--- src/rtl/dut_out_mon_pkg.sv ---
// ============================================================================
//  Module      : dut_out_mon_pkg
//  Description : Shared types, constants and helpers for dut_out_monitor.
//  Revision    : 1.0 - initial release
// ============================================================================
`default_nettype none

package dut_out_mon_pkg;

    localparam int MON_WIDTH = 4;
    localparam logic [7:0] CNT_MAX = 8'hFF;

    typedef enum logic [1:0] {
        IDLE    = 2'd0,
        SETTLE  = 2'd1,
        CAPTURE = 2'd2
    } mon_state_e;

    typedef struct packed {
        logic [MON_WIDTH-1:0] data;
        logic                 match;
    } mon_entry_t;

    // Saturating increment used by the pass/fail counters.
    function automatic logic [7:0] sat_inc(input logic [7:0] v);
        return (v == CNT_MAX) ? v : v + 8'd1;
    endfunction

endpackage

`default_nettype wire

--- src/rtl/mon_fifo.sv ---
// ============================================================================
//  Module      : mon_fifo
//  Description : Synchronous FIFO with extra-MSB pointers and a
//                combinational head output.
//  Revision    : 1.0 - initial release
// ============================================================================
`default_nettype none

module mon_fifo #(
    parameter int DEPTH = 4,
    parameter int DW    = 5
) (
    input  logic          clk,
    input  logic          rst,
    input  logic          push,
    input  logic [DW-1:0] push_data,
    input  logic          pop,
    output logic          full,
    output logic          empty,
    output logic [DW-1:0] head
);

    localparam int AW = $clog2(DEPTH);

    logic [DW-1:0] r_mem [DEPTH];
    logic [AW:0]   r_wr_ptr;
    logic [AW:0]   r_rd_ptr;
    logic          w_push_eff;
    logic          w_pop_eff;

    assign empty = (r_wr_ptr == r_rd_ptr);
    assign full  = (r_wr_ptr[AW] != r_rd_ptr[AW]) &&
                   (r_wr_ptr[AW-1:0] == r_rd_ptr[AW-1:0]);

    // A pop frees a slot on the same edge, so a push into a full FIFO that is
    // also popping is still accepted.
    assign w_pop_eff  = pop && !empty;
    assign w_push_eff = push && (!full || w_pop_eff);

    assign head = r_mem[r_rd_ptr[AW-1:0]];

    always_ff @(posedge clk) begin
        if (rst) begin
            r_wr_ptr <= '0;
            r_rd_ptr <= '0;
            for (int i = 0; i < DEPTH; i++) begin
                r_mem[i] <= '0;
            end
        end else begin
            if (w_push_eff) begin
                r_mem[r_wr_ptr[AW-1:0]] <= push_data;
                r_wr_ptr                <= r_wr_ptr + 1'b1;
            end
            if (w_pop_eff) begin
                r_rd_ptr <= r_rd_ptr + 1'b1;
            end
        end
    end

endmodule

`default_nettype wire

--- src/rtl/dut_out_monitor.sv ---
// ============================================================================
//  Module      : dut_out_monitor
//  Description : Settle-then-capture sampler of a DUT output with result FIFO
//                and saturating pass/fail counters. Optional checks enabled
//                by defining DUT_OUT_MONITOR_ASSERT_EN.
//  Revision    : 1.0 - initial release
// ============================================================================
`default_nettype none

module dut_out_monitor
    import dut_out_mon_pkg::*;
#(
    parameter int WIDTH      = 4,
    parameter int DEPTH      = 4,
    parameter int SETTLE_CYC = 1
) (
    input  logic             clk,
    input  logic             rst,
    input  logic             sample_en,
    input  logic [WIDTH-1:0] dut_out,
    input  logic [WIDTH-1:0] exp_val,
    input  logic             rd_ready,
    output logic             rd_valid,
    output logic [WIDTH-1:0] rd_data,
    output logic             rd_match,
    output logic             full,
    output logic             overflow,
    output logic [7:0]       pass_cnt,
    output logic [7:0]       fail_cnt,
    output logic             busy
);

    localparam logic [1:0] c_ST_IDLE    = 2'd0;
    localparam logic [1:0] c_ST_SETTLE  = 2'd1;
    localparam logic [1:0] c_ST_CAPTURE = 2'd2;
    localparam logic [3:0] c_SETTLE_LD  = 4'(SETTLE_CYC - 1);

    logic [1:0]       r_state;
    logic [3:0]       r_cnt;
    logic [7:0]       r_pass_cnt;
    logic [7:0]       r_fail_cnt;
    logic             r_overflow;

    logic             w_push;
    logic             w_pop;
    logic             w_match;
    logic             w_full;
    logic             w_empty;
    logic [WIDTH:0]   w_head;

    assign w_push  = (r_state == c_ST_CAPTURE);
    assign w_match = (dut_out == exp_val);
    assign w_pop   = !w_empty && rd_ready;

    mon_fifo #(
        .DEPTH (DEPTH),
        .DW    (WIDTH + 1)
    ) u_fifo (
        .clk       (clk),
        .rst       (rst),
        .push      (w_push),
        .push_data ({dut_out, w_match}),
        .pop       (w_pop),
        .full      (w_full),
        .empty     (w_empty),
        .head      (w_head)
    );

    always_ff @(posedge clk) begin
        if (rst) begin
            r_state <= c_ST_IDLE;
            r_cnt   <= '0;
        end else begin
            case (r_state)
                c_ST_IDLE: begin
                    if (sample_en) begin
                        r_state <= c_ST_SETTLE;
                        r_cnt   <= c_SETTLE_LD;
                    end
                end
                c_ST_SETTLE: begin
                    if (r_cnt == 4'd0) begin
                        r_state <= c_ST_CAPTURE;
                    end else begin
                        r_cnt <= r_cnt - 4'd1;
                    end
                end
                c_ST_CAPTURE: begin
                    r_state <= c_ST_IDLE;
                end
                default: begin
                    r_state <= c_ST_IDLE;
                end
            endcase
        end
    end

    // Counters see every capture, even ones the FIFO has to drop.
    always_ff @(posedge clk) begin
        if (rst) begin
            r_pass_cnt <= '0;
            r_fail_cnt <= '0;
            r_overflow <= 1'b0;
        end else if (w_push) begin
            if (w_match) begin
                r_pass_cnt <= sat_inc(r_pass_cnt);
            end else begin
                r_fail_cnt <= sat_inc(r_fail_cnt);
            end
            if (w_full && !w_pop) begin
                r_overflow <= 1'b1;
            end
        end
    end

`ifdef DUT_OUT_MONITOR_ASSERT_EN
    always_ff @(posedge clk) begin
        if (!rst && w_push) begin
            if (!w_match) begin
                $error("dut_out_monitor: captured %0h expected %0h at %0t",
                       dut_out, exp_val, $time);
            end
            assert (!(w_full && !w_pop))
                else $error("dut_out_monitor: push while full at %0t", $time);
        end
    end
`else
    // Checks compiled out; datapath is unchanged.
`endif

    assign rd_valid = !w_empty;
    assign rd_data  = w_head[WIDTH:1];
    assign rd_match = w_head[0];
    assign full     = w_full;
    assign overflow = r_overflow;
    assign pass_cnt = r_pass_cnt;
    assign fail_cnt = r_fail_cnt;
    assign busy     = (r_state != c_ST_IDLE);

endmodule

`default_nettype wire

--- config.mk ---
export PLATFORM = sky130hd
export DESIGN_NAME = dut_out_monitor
export DESIGN_NICKNAME = d
export VERILOG_FILES = /design/src/rtl/dut_out_mon_pkg.sv /design/src/rtl/mon_fifo.sv /design/src/rtl/dut_out_monitor.sv
export SDC_FILE = /design/constraint.sdc
export NUM_CORES = 1
export LEC_CHECK = 0
export CORE_MARGIN = 3
export CORE_UTILIZATION = 30
export CTS_CLUSTER_SIZE = 25
export DETAILED_ROUTE_END_ITERATION = 8
export GPL_TIMING_DRIVEN = 0
export PLACE_DENSITY_LB_ADDON = 0.1
export RECOVER_POWER = 25
export SLEW_MARGIN = 20
export SYNTH_ARGS = -nofsm -noshare
export SYNTH_HDL_FRONTEND = slang
export SYNTH_SLANG_ARGS = --single-unit
--- constraint.sdc ---
create_clock -name clk -period 2.6 [get_ports clk]
set_input_delay 0.52 -clock clk [delete_from_list [all_inputs] [get_ports clk]]
set_output_delay 0.52 -clock clk [all_outputs]
set_load 0.01 [all_outputs]
==> results of run 1 <==
[per-stage QoR]
step,instances,TNS (ps),setup slack [ps],hold slack (ps)
after floorplan,235,0,590,462
after global placement,373,-3710,-434,465
after detailed placement,373,-2980,-366,476
after CTS,380,0,79.4,500
after global routing,380,0,4.52,530
final,380,0,174,479
[power breakdown]
part           switching (W)  leakage (nW)  total [W]  internal, W
combinational       0.000204         0.664   0.000383     0.000179
sequential         0.0000392         0.457   0.000919     0.000880
clock               0.000270        0.0392   0.000453     0.000184
[area by class of cell]
cell class | count | share of cell area (%)
flip-flops and latches | 51 | 40.0
inverters | 7 | 0.860
clock inverters | 3 | 0.491
well taps | 102 | 4.18
multi-input cells | 165 | 38.8
plain buffers | 11 | 1.64
repair buffers | 36 | 11.8
clock buffers | 5 | 2.25
[routing by layer]
layer  up-vias  global-route usage (%)
met5         -                       0
met4         0                    3.56
met3         5                    2.81
met2        32                    19.2
met1       911                    18.0
li1        970                       -
[registers in the layout, summed over array words and instances (netlist names), named ones only]
signal	cells
u_fifo.r_mem	20
fail_cnt	8
pass_cnt	8
r_cnt	4
u_fifo.r_rd_ptr	3
u_fifo.r_wr_ptr	3
r_state	2
overflow	1
[cell families (layout without fill, tap and decap cells)]
group | after synthesis | after routing | synth area share (%)
mux | 7 | 7 | 5.38
simple gates | 89 | 89 | 21.0
xor+xnor | 12 | 12 | 4.26
buf+inv | 19 | 62 | 3.25
fa+ha+maj | 5 | 5 | 2.54
compound gates | 52 | 52 | 14.1
flops | 51 | 51 | 49.5
[tightest hold or removal path, stage by stage, from the launching register on]
cell and delay (ps):
dfxtp_1 340, a21oi_1 40, nor2_1 70
[synth_stat cells (2+ instances only)]
cell type   n
dfxtp_1    31
edfxtp_1   20
a21oi_1    19
and3_1     17
nor2_1     14
o21ai_0    10
xor2_1     10
o31ai_1     9
or4_1       9
clkbuf_1    7
inv_1       7
nand3_1     7
and2_1      6
nand2_1     6
or3_1       6
ha_1        5
mux4_2      5
buf_2       4
nand4_1     4
nor2b_1     4
nor4_1      4
nand3b_1    3
nor3_1      3
o41ai_1     3
a211oi_1    2
a21o_1      2
mux2i_1     2
o311ai_0    2
xnor2_1     2
[worst min-delay path by stage]
stage	cells past startpoint	from	endpoint
floorplan	2	r_cnt[2]$_SDFFE_PP0P_	r_cnt[2]$_SDFFE_PP0P_
global placement	2	overflow$_SDFFE_PP0P_	overflow$_SDFFE_PP0P_
detailed placement	2	overflow$_SDFFE_PP0P_	overflow$_SDFFE_PP0P_
CTS	2	overflow$_SDFFE_PP0P_	overflow$_SDFFE_PP0P_
global route	2	overflow$_SDFFE_PP0P_	overflow$_SDFFE_PP0P_
finish	2	overflow$_SDFFE_PP0P_	overflow$_SDFFE_PP0P_
==> summary.txt, run 1 <==
Drt
  • 1st-pass router iterations: 4
  • Metal3 WL: 215 um
  • Top sig layer: met4
  • DRC viols: 0
  • Routed wl met2: 2590 um
  • Iteration-0 DRC Markers: 77
  • DRT antenna net count: 0
  • WL met1: 2940 um
  • Post-DR wirelength/cell: 15.3 um
  • Total Wirelength: 5810 um
  • Via count: 1,918
  • Via/cell ratio: 5.05

Logic synthesis
  • #FFs+latches synth: 51
  • Synthesized instance count: 235
  • Area contributors post-synth: dfxtp_1, edfxtp_1, mux4_2
  • EDFF count, synth: 20
  • Area leader, netlist: dfxtp_1
  • Syn Nets: 252
  • Register area share after synthesis: 49.5%
  • Post-synth top flop: dfxtp_1
  • Syn_area_per_cell: 10.5 um^2
  • Synth warn: 0
  • Synth top area share: 25.2%
  • Async set-or-reset flop fraction in the synthesized netlist: 0%
  • Mapped Area: 0.00247 mm^2
  • Yosys cell types: 41

Floorplan
  • FP Rows: 32
  • Die Y: 96.7 um
  • IO Count: 37
  • Die area: 0.00934 mm^2
  • Die width: 96.7 um
  • Core area: 0.00785 mm^2
  • Initial Util: 31.4%

Clocking
  • CTS Hold Bufs: 0
  • CTS tree: yes
  • Post_cts resized: 1
  • Total setup buffers inserted after CTS: 0
  • H-tree lvl count: 2
  • TritonCTS Sinks: 51
  • Root buffer selected by CTS: clkbuf_8
  • Num CTS Buffers: 5
  • Clock slew at reported path FFs: 90 ps
  • Max Root-Sink Buffers: 2
  • Clk Latency, worst-skew pair: 310 ps

Timing
  • Final Max Slew Viols: 0
  • RSZ-0062 raised after global routing: false
  • Final Hold Violating Endpoints: 0
  • Actual slew at the worst max-slew pin: 894 ps
  • Endpoints failing setup: 0
  • Fmax: 412 MHz
  • Slew HR: 39.9%
  • Tmin final: 2430 ps
  • Final clock skew: 5.31 ps
  • Fin crit share: 93.3%

GRT
  • Total congestion overflow: 0
  • Initial antenna violation count: 0
  • Gr usage total: 12.6%
  • Vias in the first global route: 1,831
  • Largest net degree at the start of global routing: 16
  • Global-route wire length before repair: 9560 um

Power and ir drop
  • Pwr/cell area: 574 mW/mm^2
  • Cell leakage power: 1.16 nW
  • Post-layout power: 0.00176 W
  • Max IR drop VDD: 0.000244 V

Placement
  • Placed cell area: 0.00295 mm^2
  • Post-DP HPWL: 4060 um
  • Routability cong.: 0.766
  • IO buf count: 36

Layout
  • Commonest non-fill, non-tap cell in the layout: dfxtp_1
  • # nets final: 294
  • Synth-to-Final Area Change: 23.9%
  • Register area: 0.00122 mm^2
  • Fraction of layout cells with a size suffix above 1: 7.91%
  • Cell area after layout: 0.00306 mm^2
  • Multi-input logic area: 0.00119 mm^2
  • Ant diodes: 0
  • Util after Layout: 39.0%
  • Most frequent cells in the layout: dfxtp_1, edfxtp_1, a21oi_1
  • Fillers: 813

Critical path
  • CP Depth: 2
  • Reg2Reg Depth: 5
  • Crit path capture: rd_match
  • Top delay family on crit path: multiplexers
  • Crit. End Element: output port
  • Category of the most critical setup path: flop to output port
  • CP peak stage delay: 560 ps
  • Reg2reg start: u_fifo.r_wr_ptr[1]$_SDFFE_PP0P_
  • Worst Path Max Fanout: 5
  • R2R Setup Slk: 450 ps
  • CP arrival: 1910 ps
  • Crit-path cells: mux4_2 -> clkdlybuf4s50_1
  • Startpoint types: flop
  • Data required, critical path: 2080 ps
  • Reg2reg end: u_fifo.r_mem[0][2]$_SDFFCE_PN0P_
  • Slowest stage cell, crit path: mux4_2
  • Crit path buffers/inverters: 1

Job
  • Max Cap Viol: 0

Outcome
  • Outcome: completed

Hold path
  • Worst hold path class: flop to flop
No activity file was read; power rests on OpenSTA's default activity.
==> inputs of run 2 (changes only) <==
Settings changed: ABC_CLOCK_PERIOD_IN_PS set to 2600, SLEW_MARGIN 20 to not set.
==> results of run 2 <==
The final DEF is identical to that of run 1; final timing and power are the same.
